===== src/rtl/decoder_onehot_seq.sv =====
// Registered binary-to-one-hot decoder with a valid/ready select handshake.
// Three output modes: LATCH holds the decoded line, PULSE drives it for one
// cycle, SCAN rotates the hot line through every output with a fixed dwell.
// Intended for driving enable lines of peripheral banks or LED groups.

module decoder_onehot_seq #(
  parameter int SEL_W = 2,
  parameter int DWELL = 4,
  parameter int CNT_W = 8
) (
  input  logic                    clk,
  input  logic                    rst_n,
  input  logic                    en,
  input  logic [1:0]              mode,
  input  logic                    sel_valid,
  input  logic [SEL_W-1:0]        sel,
  output logic                    sel_ready,
  output logic [(1<<SEL_W)-1:0]   y,
  output logic                    y_valid,
  output logic                    busy,
  output logic                    done
);

  localparam int OUT_W = 1 << SEL_W;

  localparam logic [1:0] MODE_LATCH = 2'b00;
  localparam logic [1:0] MODE_PULSE = 2'b01;
  localparam logic [1:0] MODE_SCAN  = 2'b10;

  localparam logic [CNT_W-1:0] DWELL_RELOAD = CNT_W'(DWELL - 1);

  typedef enum logic [1:0] {
    ST_IDLE  = 2'd0,
    ST_HOLD  = 2'd1,
    ST_PULSE = 2'd2,
    ST_SCAN  = 2'd3
  } state_t;

  state_t             state_q, state_d;
  logic [OUT_W-1:0]   y_q, y_d;
  logic               y_valid_q, y_valid_d;
  logic               busy_q, busy_d;
  logic               done_q, done_d;
  logic [CNT_W-1:0]   cnt_q, cnt_d;
  logic [SEL_W-1:0]   idx_q, idx_d;
  logic [SEL_W-1:0]   pos_q, pos_d;

  logic               accept;
  logic [SEL_W-1:0]   idx_next;

  function automatic logic [OUT_W-1:0] onehot(input logic [SEL_W-1:0] code);
    logic [OUT_W-1:0] v;
    v       = '0;
    v[code] = 1'b1;
    return v;
  endfunction

  // A scan owns the output until it finishes, so codes are refused while it runs.
  assign sel_ready = en & (state_q != ST_SCAN);
  assign accept    = sel_valid & sel_ready;
  assign idx_next  = idx_q + SEL_W'(1);

  // Next-state and next-output decision for the decoder FSM.
  always_comb begin
    state_d = state_q;
    y_d     = y_q;
    busy_d  = busy_q;
    done_d  = 1'b0;
    cnt_d   = cnt_q;
    idx_d   = idx_q;
    pos_d   = pos_q;

    if (!en) begin
      state_d = ST_IDLE;
      y_d     = '0;
      busy_d  = 1'b0;
      cnt_d   = '0;
      idx_d   = '0;
      pos_d   = '0;
    end else if (state_q == ST_SCAN) begin
      if (cnt_q != '0) begin
        cnt_d = cnt_q - CNT_W'(1);
      end else if (&pos_q) begin
        // Every output has had its dwell: clear and flag completion.
        state_d = ST_IDLE;
        y_d     = '0;
        busy_d  = 1'b0;
        done_d  = 1'b1;
        cnt_d   = '0;
        idx_d   = '0;
        pos_d   = '0;
      end else begin
        idx_d = idx_next;
        pos_d = pos_q + SEL_W'(1);
        y_d   = onehot(idx_next);
        cnt_d = DWELL_RELOAD;
      end
    end else if (accept) begin
      case (mode)
        MODE_LATCH: begin
          state_d = ST_HOLD;
          y_d     = onehot(sel);
        end
        MODE_PULSE: begin
          state_d = ST_PULSE;
          y_d     = onehot(sel);
        end
        MODE_SCAN: begin
          state_d = ST_SCAN;
          y_d     = onehot(sel);
          busy_d  = 1'b1;
          cnt_d   = DWELL_RELOAD;
          idx_d   = sel;
          pos_d   = '0;
        end
        default: begin
          state_d = ST_IDLE;
          y_d     = '0;
        end
      endcase
    end else if (state_q == ST_PULSE) begin
      state_d = ST_IDLE;
      y_d     = '0;
    end

    y_valid_d = |y_d;
  end

  // State and output registers with synchronous active-low reset.
  always_ff @(posedge clk) begin
    if (!rst_n) begin
      state_q   <= ST_IDLE;
      y_q       <= '0;
      y_valid_q <= 1'b0;
      busy_q    <= 1'b0;
      done_q    <= 1'b0;
      cnt_q     <= '0;
      idx_q     <= '0;
      pos_q     <= '0;
    end else begin
      state_q   <= state_d;
      y_q       <= y_d;
      y_valid_q <= y_valid_d;
      busy_q    <= busy_d;
      done_q    <= done_d;
      cnt_q     <= cnt_d;
      idx_q     <= idx_d;
      pos_q     <= pos_d;
    end
  end

  assign y       = y_q;
  assign y_valid = y_valid_q;
  assign busy    = busy_q;
  assign done    = done_q;

endmodule


===== config.mk =====
export PLATFORM = sky130hd
export DESIGN_NAME = decoder_onehot_seq
export DESIGN_NICKNAME = d
export VERILOG_FILES = /design/src/rtl/decoder_onehot_seq.sv
export SDC_FILE = /design/constraint.sdc
export NUM_CORES = 1
export LEC_CHECK = 0
export ABC_AREA = 1
export BUFFER_PORTS_ARGS = -buffer_cell sky130_fd_sc_hd__buf_2
export CORE_MARGIN = 10
export CORE_UTILIZATION = 40
export DETAILED_ROUTE_END_ITERATION = 12
export PLACE_DENSITY = 0.69
export SYNTH_ARGS = -nofsm -noshare
export SYNTH_HDL_FRONTEND = slang
export SYNTH_SLANG_ARGS = --single-unit

===== constraint.sdc =====
create_clock -name clk -period 1.8 [get_ports clk]
set_input_delay 0.36 -clock clk [delete_from_list [all_inputs] [get_ports clk]]
set_output_delay 0.36 -clock clk [all_outputs]
set_load 0.01 [all_outputs]

# Word-level counts from Yosys, hierarchy flattened
# Cells that the tools add are included.
[totals]
ff_bits = 21
latchBits = 0
ramBits = 0
mem_bits_ro = 0
inputBits = 8
out_inout_bits = 8
elab_cells = 81
memories = 0
[op_classes]
addsub = 3
mul = 0
n_div = 0
order_cmp = 4
n_eq_ne = 7
n_shift = 0
n_mux = 38
n_bitwise = 5
reduce_logical = 16
[ops]
columns = ["operator", "n"]
rows = [
  ["2-to-1 mux 2 bit", 16],
  ["2-to-1 mux 8 bit", 4],
  ["2-to-1 mux 4 bit", 7],
  ["2-to-1 mux 1 bit", 8],
  ["nonzero test 8 bit", 1],
  ["OR reduction 4 bit", 2],
  ["subtractor 8 x 1 -> 8 bit (second input constant)", 1],
  ["equality test 2 bit (second input constant)", 3],
  ["< comparator 2 x 3 -> 1 bit (second input constant)", 2],
  ["case mux 2 bit (3 select lines)", 1],
  ["AND reduction 2 bit", 3],
  ["AND reduction 3 bit", 2],
  ["adder 2 x 1 -> 2 bit (second input constant)", 2],
  ["demux 1 bit (select 2 bit)", 2],
  ["greater-or-equal comparator 2 x 1 -> 1 bit (second input constant)", 2],
  ["!= test 2 bit (second input constant)", 2],
  ["AND reduction 4 bit", 1],
  ["nonzero test 2 bit", 2],
  ["inverter 1 bit", 3],
  ["nonzero test 3 bit", 1],
  ["OR reduction 3 bit", 1],
  ["AND 1 bit", 2],
  ["equality test 2 x 1 -> 1 bit (second input constant)", 1],
  ["logical AND 1 bit", 2],
  ["other kinds (2)", 2],
]

# Longest topological paths before layout
# Gate-level depths: netlist (run 1).
[depth]
ltp_word = 10
mapped_depth = 11
depth_no_buf = 11

# Worst setup path after synthesis (run 1)
# Ideal clock, no wire load.
[synth_timing]
kind = "flip-flop to flip-flop"
from = "register cnt_q[0]"
to = "register pos_q[0]"
setup_ps = 116
t_arrival_ps = 1271
required_time_ps = 1684
setup_slack_ps = 413
path_stages_with_launch = 11
path_buffers = 0
synth_period_minus_slack_ps = 1387
cell_sequence = "dfxtp_1 inv_1 ha_1 inv_1 nor2_4 nand2_4 nand2_4 nand2_4 inv_4 o21ai_1 o211a_1"
[synth_between]
elab_chain_cells = 3
[synth_lines]
columns = ["item", "line_no", "text"]
rows = [
  ["start, declared", "44", "logic [CNT_W-1:0] cnt_q, cnt_d;"],
  ["start signal, assigned", "146", "cnt_q <= cnt_d;"],
  ["nonzero test 8 bit", "81", "if (cnt_q != '0) begin"],
  ["!= test 2 bit (no source line)", "n/a", ""],
  ["AND reduction 3 bit (no source line)", "n/a", ""],
  ["end signal, assigned", "148", "pos_q <= pos_d;"],
  ["end, declared", "46", "logic [SEL_W-1:0] pos_q, pos_d;"],
]
# Every way passes these cells.
# A chain may end at the register's enable or synchronous reset.

# Worst setup path after layout (run 1)
[layout_timing]
from = "register state_q[0]"
to = "output port sel_ready"
[layout_between]
elab_chain_cells = 2
[layout_lines]
columns = ["item", "line_no", "text"]
rows = [
  ["start, declared", "39", "state_t state_q, state_d;"],
  ["start signal, assigned", "141", "state_q <= state_d;"],
  ["!= test 2 bit", "59", "assign sel_ready = en & (state_q != ST_SCAN);"],
  ["AND 1 bit", "59", ""],
  ["end, declared", "17", "output logic sel_ready,"],
]
# Every way passes these cells.

==> results of run 1 <==
==> per-layer routing <==
metal,global-route usage,vias up,wire [µm]
li1,-,631,-
met1,0.120,560,1370
met2,0.165,31,1310
met3,0.0415,4,211
met4,0.0255,0,25
met5,0,-,0
==> power by group through the flow <==
stage                     logic [µW]  clock network, µW  registers [µW]
final                            115                238             477
after floorplan                 77.3                  0             489
after CTS                        115                246             477
after global routing             131                262             479
after detailed placement         115                  0             488
after global placement           114                  0             488
==> layout by cell type (no fill, tap or decap), types with 2 or more instances in the layout <==
cell,n
o21ai_0,7
ha_1,10
a21oi_1,16
inv_2,4
nor2_1,11
buf_2,15
o21ai_1,4
o22ai_1,2
inv_4,2
nor2_4,3
nand2_1,39
inv_1,24
nand2_2,4
dfxtp_1,21
nand3_1,7
buf_4,2
nand3_2,2
nand4_1,5
xor2_1,4
nand2_4,6
clkbuf_4,3
==> worst register-to-register path: stages, from the launching register on <==
cell	delay [ns]
dfxtp_1	0.34
inv_1	0.09
ha_1	0.18
inv_1	0.07
nor2_4	0.14
nand2_4	0.10
nand2_4	0.09
nand2_4	0.09
inv_4	0.08
o21ai_1	0.06
o211a_1	0.10
==> cell families after synthesis <==
group | synth area share
flops | 0.316
compound gates | 0.152
simple gates | 0.320
fa+ha+maj | 0.0940
xor+xnor | 0.0263
buf+inv | 0.0912
==> area by class of cell <==
type	count	share of cell area
repair buffers	17	0.0599
flip-flops and latches	21	0.280
inverters	31	0.0807
clock buffers	3	0.0150
clock inverters	1	0.00333
well taps	44	0.0366
multi-input cells	130	0.525
==> per-stage QoR <==
step	hold WS [ns]	setup slack (ns)	instances	instance area (µm²)	power, µW
after global placement	0.455	0.356	243	1480	602
after global routing	0.363	0.140	247	1500	872
after detailed placement	0.458	0.336	243	1480	603
after floorplan	0.443	0.413	182	1330	566
final	0.348	0.239	247	1500	830
after CTS	0.337	0.229	247	1500	839
==> registers in the layout, indices dropped and copies added (netlist names) <==
| name | cells |
|---|---|
| cnt_q | 8 |
| done | 1 |
| busy | 1 |
| idx_q | 2 |
| state_q | 2 |
| y_valid | 1 |
| y | 4 |
| pos_q | 2 |
==> path summary, 6_finish.rpt <==
path	slack, ns	from	to
hold reg to reg	0.47	pos_q[1]$_SDFFE_PN0P_	pos_q[1]$_SDFFE_PN0P_
hold / removal	0.35	rst_n	y[3]$_SDFF_PN0_
setup / recovery	0.24	state_q[0]$_SDFFE_PN0P_	sel_ready
setup reg to reg	0.36	cnt_q[1]$_SDFFE_PN0P_	pos_q[0]$_SDFFE_PN0P_
==> results.py, run 1 <==
metrics = {
    "final_layout": {
        "regArea_um2": 420,
        "num-fill-cells": 329,
        "fin_util": 0.481,
        "layout-drive-gt1-share": 0.232,
        "multi_input_area_um2": 790,
        "area_delta_synth_final_pct": 13.0,
        "n_antenna_cell": 0,
        "final_nets": 222,
    },
    "detailed_routing": {
        "wire_per_inst_um": 11.8,
        "drc": 0,
        "drt-initial-drc-count": 41,
        "ant_nets": 0,
        "vias": 1226,
        "firstDrtPassIters": 4,
        "viasPerCell": 4.96,
        "routed_wl_mm": 2.92,
    },
    "clock_tree": {
        "clock_sinks": 21,
        "ctsHtreeMaxLevel": 1,
        "postCtsHoldBufs": 0,
        "clock_latency_ns": 0.32,
        "cts_root_buf": "clkbuf_4",
        "post-cts-setup-buffer-count": 0,
        "cts_tree": "yes",
        "clock_path_buffers": 2,
        "cts_resized": 0,
        "path_clk_slew_ns": 0.13,
        "cts_buffers": 3,
    },
    "synthesis": {
        "synth_area_um2": 1330,
        "ys_top_cells_by_count": "39 x nand2_1, 24 x inv_1, 21 x dfxtp_1",
        "synth_seq_area_share": 0.316,
        "synthCells": 182,
        "synth-edff-count": 0,
        "synth-seq-cells": 21,
        "synth_top_area_cell": "dfxtp_1",
        "synth.distinct_cells": 29,
        "async_flop_share": 0,
        "synth.net_count": 200,
        "synth.avg_cell_area_um2": 7.31,
        "yosys-top-cells-area": "dfxtp_1 32%, nand2_1 11%, ha_1 9.4%, inv_1 6.8%, a21oi_1 6.0%",
        "ys_warn_count": 0,
        "post-synth-top-count-cell": "nand2_1",
        "synth_top_area_frac": 0.316,
        "synth-main-ff-cell": "dfxtp_1",
    },
    "setup_path": {
        "path_buf_inv": 2,
        "worstSetupPathType": "reg2out",
        "worst-endpoint-arrival_ns": 1.20,
        "cp_top_family": "flip-flops",
        "cp_slowest_stage_delay_ns": 0.42,
        "crit_chain": "nand2_4 -> nand2_2 -> inv_1 -> buf_2",
        "required_ns": 1.44,
        "cp-start-kind": "flip-flop",
        "critical_path.slowest_cell": "dfxtp_1",
        "critical_path.max_fanout": 6,
        "path_depth": 4,
        "r2r_cells": 10,
        "endpoint_kind": "output port",
    },
    "timing": {
        "fmax_mhz": 641,
        "slew_headroom": 0.755,
        "setup_violations": 0,
        "clock_skew_ns": 0.0116,
        "fin_crit_sh": 0.867,
        "fin_crit_ns": 1.56,
        "rsz0062_at_grt": "no",
        "finalMaxSlewViolations": 0,
        "hold_viol": 0,
        "finalSetupTns_ns": 0,
        "tightestPinTransition_ns": 0.363,
    },
    "placement": {
        "gp_congestion": 0.798,
        "hpwl_mm": 2.36,
        "io_buffer_count": 15,
    },
    "global_routing": {
        "grt_max_degree": 13,
        "grt_pass1_vias": 1184,
        "antenna_found_initial": 0,
        "grtUsageTotal": 0.101,
        "gr-total-overflow": 0,
        "grt_pass1_wl_mm": 5.17,
    },
    "power": {
        "leakage_uw": 0.000757,
        "pwr-share-clk": 0.286,
        "p_comb_frac": 0.138,
        "intPower_uw": 598,
        "ir_drop_mv": 0.285,
        "sequentialPowerShare": 0.575,
        "sw_frac_of_total": 0.280,
        "powerDensity_nw_per_um2": 552,
        "power_switching_uw": 232,
    },
    "hold_path": {
        "min_path_type": "in2reg",
        "whs_path_depth": 3,
    },
    "status": {
        "outcome": "complete, no violations",
    },
    "floorplanning": {
        "ios": 16,
        "die-width_um": 77.7,
        "num_rows": 20,
        "start_util": 0.426,
        "core_um2": 3130,
        "die_h_um": 77.7,
        "die-area_um2": 6040,
    },
    "run": {
        "max_cap_violations": 0,
    },
}
(Power assumes the default switching activity.)
==> run 2, diff against run 1 <==
--- a/config.mk
+++ b/config.mk
@@ -6,8 +6,8 @@
 export NUM_CORES = 1
 export LEC_CHECK = 0
 export ABC_AREA = 1
-export BUFFER_PORTS_ARGS = -buffer_cell sky130_fd_sc_hd__buf_2
-export CORE_MARGIN = 10
+export BUFFER_PORTS_ARGS = -buffer_cell sky130_fd_sc_hd__buf_4
+export CORE_MARGIN = 5
 export CORE_UTILIZATION = 40
 export DETAILED_ROUTE_END_ITERATION = 12
 export PLACE_DENSITY = 0.69
==> run 2 against run 1 <==
Against the previous run:
- global-route usage up 3.7 points
- clock power about the same
- combinational power up 5%
- clock-buffer cell count unchanged
- wire length down 5.8%
- via count down 3.8%
- critical path type unchanged
==> results.py, run 2 (synthesis results as in run 1) <==
metrics = {
    "power": {
        "leakage_uw": 0.000763,
        "sw_frac_of_total": 0.279,
        "ir_drop_mv": 0.356,
        "sequentialPowerShare": 0.570,
        "power_switching_uw": 233,
        "pwr-share-clk": 0.286,
        "p_comb_frac": 0.144,
        "p_total_uw": 838,
        "intPower_uw": 604,
        "powerDensity_nw_per_um2": 543,
    },
    "setup_path": {
        "required_ns": 1.44,
        "endpoint_kind": "output port",
        "cp-start-kind": "flip-flop",
        "critical_path.max_fanout": 6,
        "worst-endpoint-arrival_ns": 1.22,
        "worstSetupPathType": "reg2out",
    },
    "final_layout": {
        "area_delta_synth_final_pct": 16.0,
        "num-fill-cells": 342,
        "layout-drive-gt1-share": 0.232,
        "top_register": "cnt_q",
        "n_antenna_cell": 0,
        "design_area_um2": 1540,
        "mostFrequentLayoutCell": "nand2_1",
        "largest_reg_flops": 8,
        "regArea_um2": 420,
        "final_cell_mix": "39 x nand2_1, 24 x inv_1, 21 x dfxtp_1",
        "final_nets": 222,
        "multi_input_area_um2": 790,
    },
    "clock_tree": {
        "cts_resized": 0,
        "cts_tree": "yes",
        "cts_buffers": 3,
        "clock_path_buffers": 2,
        "postCtsHoldBufs": 0,
        "path_clk_slew_ns": 0.12,
        "cts_root_buf": "clkbuf_4",
        "ctsHtreeMaxLevel": 1,
        "clock_latency_ns": 0.31,
        "clock_sinks": 21,
        "post-cts-setup-buffer-count": 0,
    },
    "detailed_routing": {
        "drt-initial-drc-count": 36,
        "viasPerCell": 4.73,
        "drc": 0,
        "vias": 1179,
        "routed_wl_mm": 2.75,
        "wire_per_inst_um": 11.0,
        "ant_nets": 0,
        "firstDrtPassIters": 4,
    },
    "timing": {
        "holdWs_ns": 0.350,
        "fmax_mhz": 631,
        "tightestPinTransition_ns": 0.387,
        "finalMaxSlewViolations": 0,
        "rsz0062_at_grt": "no",
        "fin_crit_sh": 0.880,
        "slew_headroom": 0.739,
        "finalSetupTns_ns": 0,
        "fin_crit_ns": 1.58,
        "hold_viol": 0,
        "clock_skew_ns": 0.00224,
        "setup_violations": 0,
    },
    "floorplanning": {
        "die-width_um": 67.7,
        "num_rows": 21,
        "core_um2": 3280,
        "die-area_um2": 4580,
        "start_util": 0.405,
        "die_h_um": 67.7,
        "ios": 16,
    },
    "global_routing": {
        "grtUsageTotal": 0.138,
        "grt_pass1_wl_mm": 4.75,
        "antenna_found_initial": 0,
        "grt_max_degree": 13,
        "grt_pass1_vias": 1038,
        "gr-total-overflow": 0,
    },
    "placement": {
        "hpwl_mm": 2.21,
        "placed_area_um2": 1520,
        "gp_congestion": 0.898,
        "io_buffer_count": 15,
    },
    "status": {
        "outcome": "complete, no violations",
    },
    "hold_path": {
        "min_path_type": "in2reg",
    },
    "run": {
        "max_cap_violations": 0,
    },
}
run 2: cell count changes in the layout (fill, tap and decap cells not counted):
cell and change:
buf_2 -15, buf_4 +15
run 2: final timing paths:
path | endpoint | slack (ns) | cells past startpoint | from
worst max register to register | pos_q[0]$_SDFFE_PN0P_ | 0.40 | 10 | cnt_q[1]$_SDFFE_PN0P_
worst max-delay path | sel_ready | 0.22 | 4 | state_q[0]$_SDFFE_PN0P_
worst min-delay path | y_valid$_SDFF_PN0_ | 0.35 | 3 | rst_n
worst min register to register | pos_q[1]$_SDFFE_PN0P_ | 0.47 | 2 | pos_q[1]$_SDFFE_PN0P_
run 2: layout make-up:
class	instances	share of cell area
clock buffer	3	0.0146
inverter	31	0.0786
tap	46	0.0373
timing repair buffer	17	0.0827
clock inverter	1	0.00324
multi-input combinational	130	0.511
sequential	21	0.272
run 2: stage by stage:
stage | cells | setup WS [ns] | utilization
2_1_floorplan | 182 | 0.413 | -
3_3_place_gp | 245 | 0.336 | 0.462
3_5_place_dp | 245 | 0.344 | 0.462
4_1_cts | 249 | 0.212 | 0.470
5_1_grt | 249 | 0.110 | 0.470
6_report | 249 | 0.216 | 0.470
run 2: worst max-delay path, cell delays in order (launching register included):
cell and delay [ns]:
dfxtp_1 0.43, nand2_4 0.11, nand2_2 0.10, inv_1 0.11
buf_4 0.16
run 2: per-layer routing:
metal	routed length (µm)	vias to the layer above	share of wire	GRT usage
met1	1350	515	0.49	0.188
met4	59	0	0.021	0.0456
met5	0	-	0	0
li1	-	629	-	-
met3	143	7	0.052	0.0433
met2	1190	28	0.43	0.205
run 2: power groups by stage:
| stage | sequential [µW] | clock, µW | combinational (µW) |
|---|---|---|---|
| floorplan | 489 | 0 | 77.3 |
| global placement | 488 | 0 | 120 |
| detailed placement | 488 | 0 | 121 |
| CTS | 478 | 247 | 121 |
| global route | 479 | 280 | 137 |
| finish | 477 | 239 | 121 |
==> run 3, diff against run 2 <==
--- a/config.mk
+++ b/config.mk
@@ -7,10 +7,12 @@
 export LEC_CHECK = 0
 export ABC_AREA = 1
 export BUFFER_PORTS_ARGS = -buffer_cell sky130_fd_sc_hd__buf_4
+export CELL_PAD_IN_SITES_DETAIL_PLACEMENT = 0
+export CELL_PAD_IN_SITES_GLOBAL_PLACEMENT = 1
 export CORE_MARGIN = 5
 export CORE_UTILIZATION = 40
 export DETAILED_ROUTE_END_ITERATION = 12
-export PLACE_DENSITY = 0.69
+export PLACE_DENSITY = 0.87
 export SYNTH_ARGS = -nofsm -noshare
 export SYNTH_HDL_FRONTEND = slang
 export SYNTH_SLANG_ARGS = --single-unit
==> run 3 against run 2 <==
Against the previous run:
- non-clock buffer count stayed put
- setup slack worse by 0.020 ns
- critical path depth stayed put
- register-to-register slack lost 0.02 ns
- die area did not move
- clock-buffer cell count unchanged
- sequential share of layout area is essentially flat
- core utilization grew 0.076 points
- first-iteration DRC count rose by 67%
- sequential power about the same
- total power increased by 2.5%
- critical path type unchanged
- largest power group unchanged
==> results.py, run 3 (synthesis results as in run 1) <==
metrics = {
    "timing": {
        "hold_viol": 0,
        "rsz0062_at_grt": "no",
        "tightestPinTransition_ns": 0.351,
        "slew_headroom": 0.763,
        "worst_slack_ns": 0.196,
        "fin_crit_ns": 1.60,
        "fin_crit_sh": 0.891,
        "finalSetupTns_ns": 0,
        "clock_skew_ns": 0.0181,
        "holdWs_ns": 0.356,
        "setup_violations": 0,
        "fmax_mhz": 624,
        "finalMaxSlewViolations": 0,
    },
    "clock_tree": {
        "postCtsHoldBufs": 0,
        "cts_buffers": 3,
        "clock_sinks": 21,
        "cts_tree": "yes",
        "cts_resized": 0,
        "path_clk_slew_ns": 0.12,
        "ctsHtreeMaxLevel": 1,
        "clock_latency_ns": 0.33,
        "post-cts-setup-buffer-count": 0,
        "clock_path_buffers": 2,
        "cts_root_buf": "clkbuf_4",
    },
    "global_routing": {
        "gr-total-overflow": 0,
        "antenna_found_initial": 0,
        "grt_max_degree": 14,
        "grt_pass1_vias": 1154,
        "grt_pass1_wl_mm": 5.16,
        "grtUsageTotal": 0.148,
    },
    "floorplanning": {
        "die-width_um": 67.7,
        "die_h_um": 67.7,
        "die-area_um2": 4580,
        "num_rows": 21,
        "start_util": 0.405,
        "ios": 16,
        "core_um2": 3280,
    },
    "detailed_routing": {
        "drt-initial-drc-count": 60,
        "vias": 1188,
        "routed_wl_mm": 2.92,
        "ant_nets": 0,
        "viasPerCell": 4.77,
        "firstDrtPassIters": 4,
        "wire_per_inst_um": 11.7,
        "drc": 0,
    },
    "power": {
        "leakage_uw": 0.000760,
        "ir_drop_mv": 0.206,
        "powerDensity_nw_per_um2": 555,
    },
    "setup_path": {
        "worst-endpoint-arrival_ns": 1.24,
        "required_ns": 1.44,
        "worstSetupPathType": "reg2out",
        "endpoint_kind": "output port",
        "rr_startpoint": "cnt_q[1]$_SDFFE_PN0P_",
        "cp-start-kind": "flip-flop",
        "critical_path.max_fanout": 6,
        "r2r_cells": 9,
        "worst-r2r-setup-slack_ns": 0.38,
        "regToRegEndpoint": "y_valid$_SDFF_PN0_",
    },
    "final_layout": {
        "final_cell_mix": "39 x nand2_1, 24 x inv_1, 21 x dfxtp_1",
        "final_nets": 222,
        "regArea_um2": 420,
        "multi_input_area_um2": 790,
        "layout-drive-gt1-share": 0.232,
        "n_antenna_cell": 0,
        "num-fill-cells": 352,
        "mostFrequentLayoutCell": "nand2_1",
        "area_delta_synth_final_pct": 16.2,
        "largest_reg_flops": 8,
        "top_register": "cnt_q",
    },
    "hold_path": {
        "hold_start": "rst_n",
        "whs_path_depth": 3,
        "whs_endpoint": "y[2]$_SDFF_PN0_",
        "min_path_type": "in2reg",
    },
    "placement": {
        "dp_slack_ns": 0.331,
        "gp_congestion": 0.840,
        "hpwl_mm": 2.31,
        "io_buffer_count": 15,
    },
    "run": {
        "max_cap_violations": 0,
    },
    "status": {
        "outcome": "complete, no violations",
    },
}
[run 3: changes by cell type in the layout (fill, tap and decap cells not counted)]
cell        change
clkinv_2        -1
clkinvlp_4      +1
[run 3: layer usage]
| layer | GRT usage | vias up | wire length (µm) |
|---|---|---|---|
| met5 | 0 | - | 0 |
| li1 | - | 634 | - |
| met2 | 0.232 | 17 | 1280 |
| met3 | 0.0166 | 5 | 120 |
| met4 | 0.0608 | 0 | 58 |
| met1 | 0.204 | 532 | 1460 |
[run 3: area by class of cell]
class | count | area share
Inverter | 31 | 0.0785
Tap cell | 46 | 0.0372
Clock inverter | 1 | 0.00485
Timing Repair Buffer | 17 | 0.0825
Sequential cell | 21 | 0.272
Clock buffer | 3 | 0.0146
Multi-Input combinational cell | 130 | 0.511
[run 3: worst max-delay path by stage]
stage	start	endpoint	slack, ns	cells after the start
floorplan	cnt_q[0]$_SDFFE_PN0P_	pos_q[0]$_SDFFE_PN0P_	0.41	10
global placement	mode[0]	y_valid$_SDFF_PN0_	0.33	8
detailed placement	mode[0]	y_valid$_SDFF_PN0_	0.33	8
CTS	state_q[0]$_SDFFE_PN0P_	sel_ready	0.18	4
global route	state_q[0]$_SDFFE_PN0P_	sel_ready	0.1	4
finish	state_q[0]$_SDFFE_PN0P_	sel_ready	0.20	4
[run 3: through the flow]
step / instance area (µm²) / total power, µW / std cells / util
after floorplan: 1330 / 566 / 182 / -
after global placement: 1520 / 611 / 245 / 0.462
after detailed placement: 1520 / 611 / 245 / 0.462
after CTS: 1550 / 869 / 249 / 0.471
after global routing: 1550 / 905 / 249 / 0.471
final: 1550 / 859 / 249 / 0.471
[run 3: report_power, final]
group	internal, µW	total [µW]	switching (µW)
Combinational	49.4	123	73.3
Clock	85.1	259	174
Sequential	472	478	5.25
[run 3: worst max-delay path, cell delays in order (launching register included)]
cell     delay (ns)
dfxtp_1        0.43
nand2_4        0.11
nand2_2        0.11
inv_1          0.11
buf_4          0.16
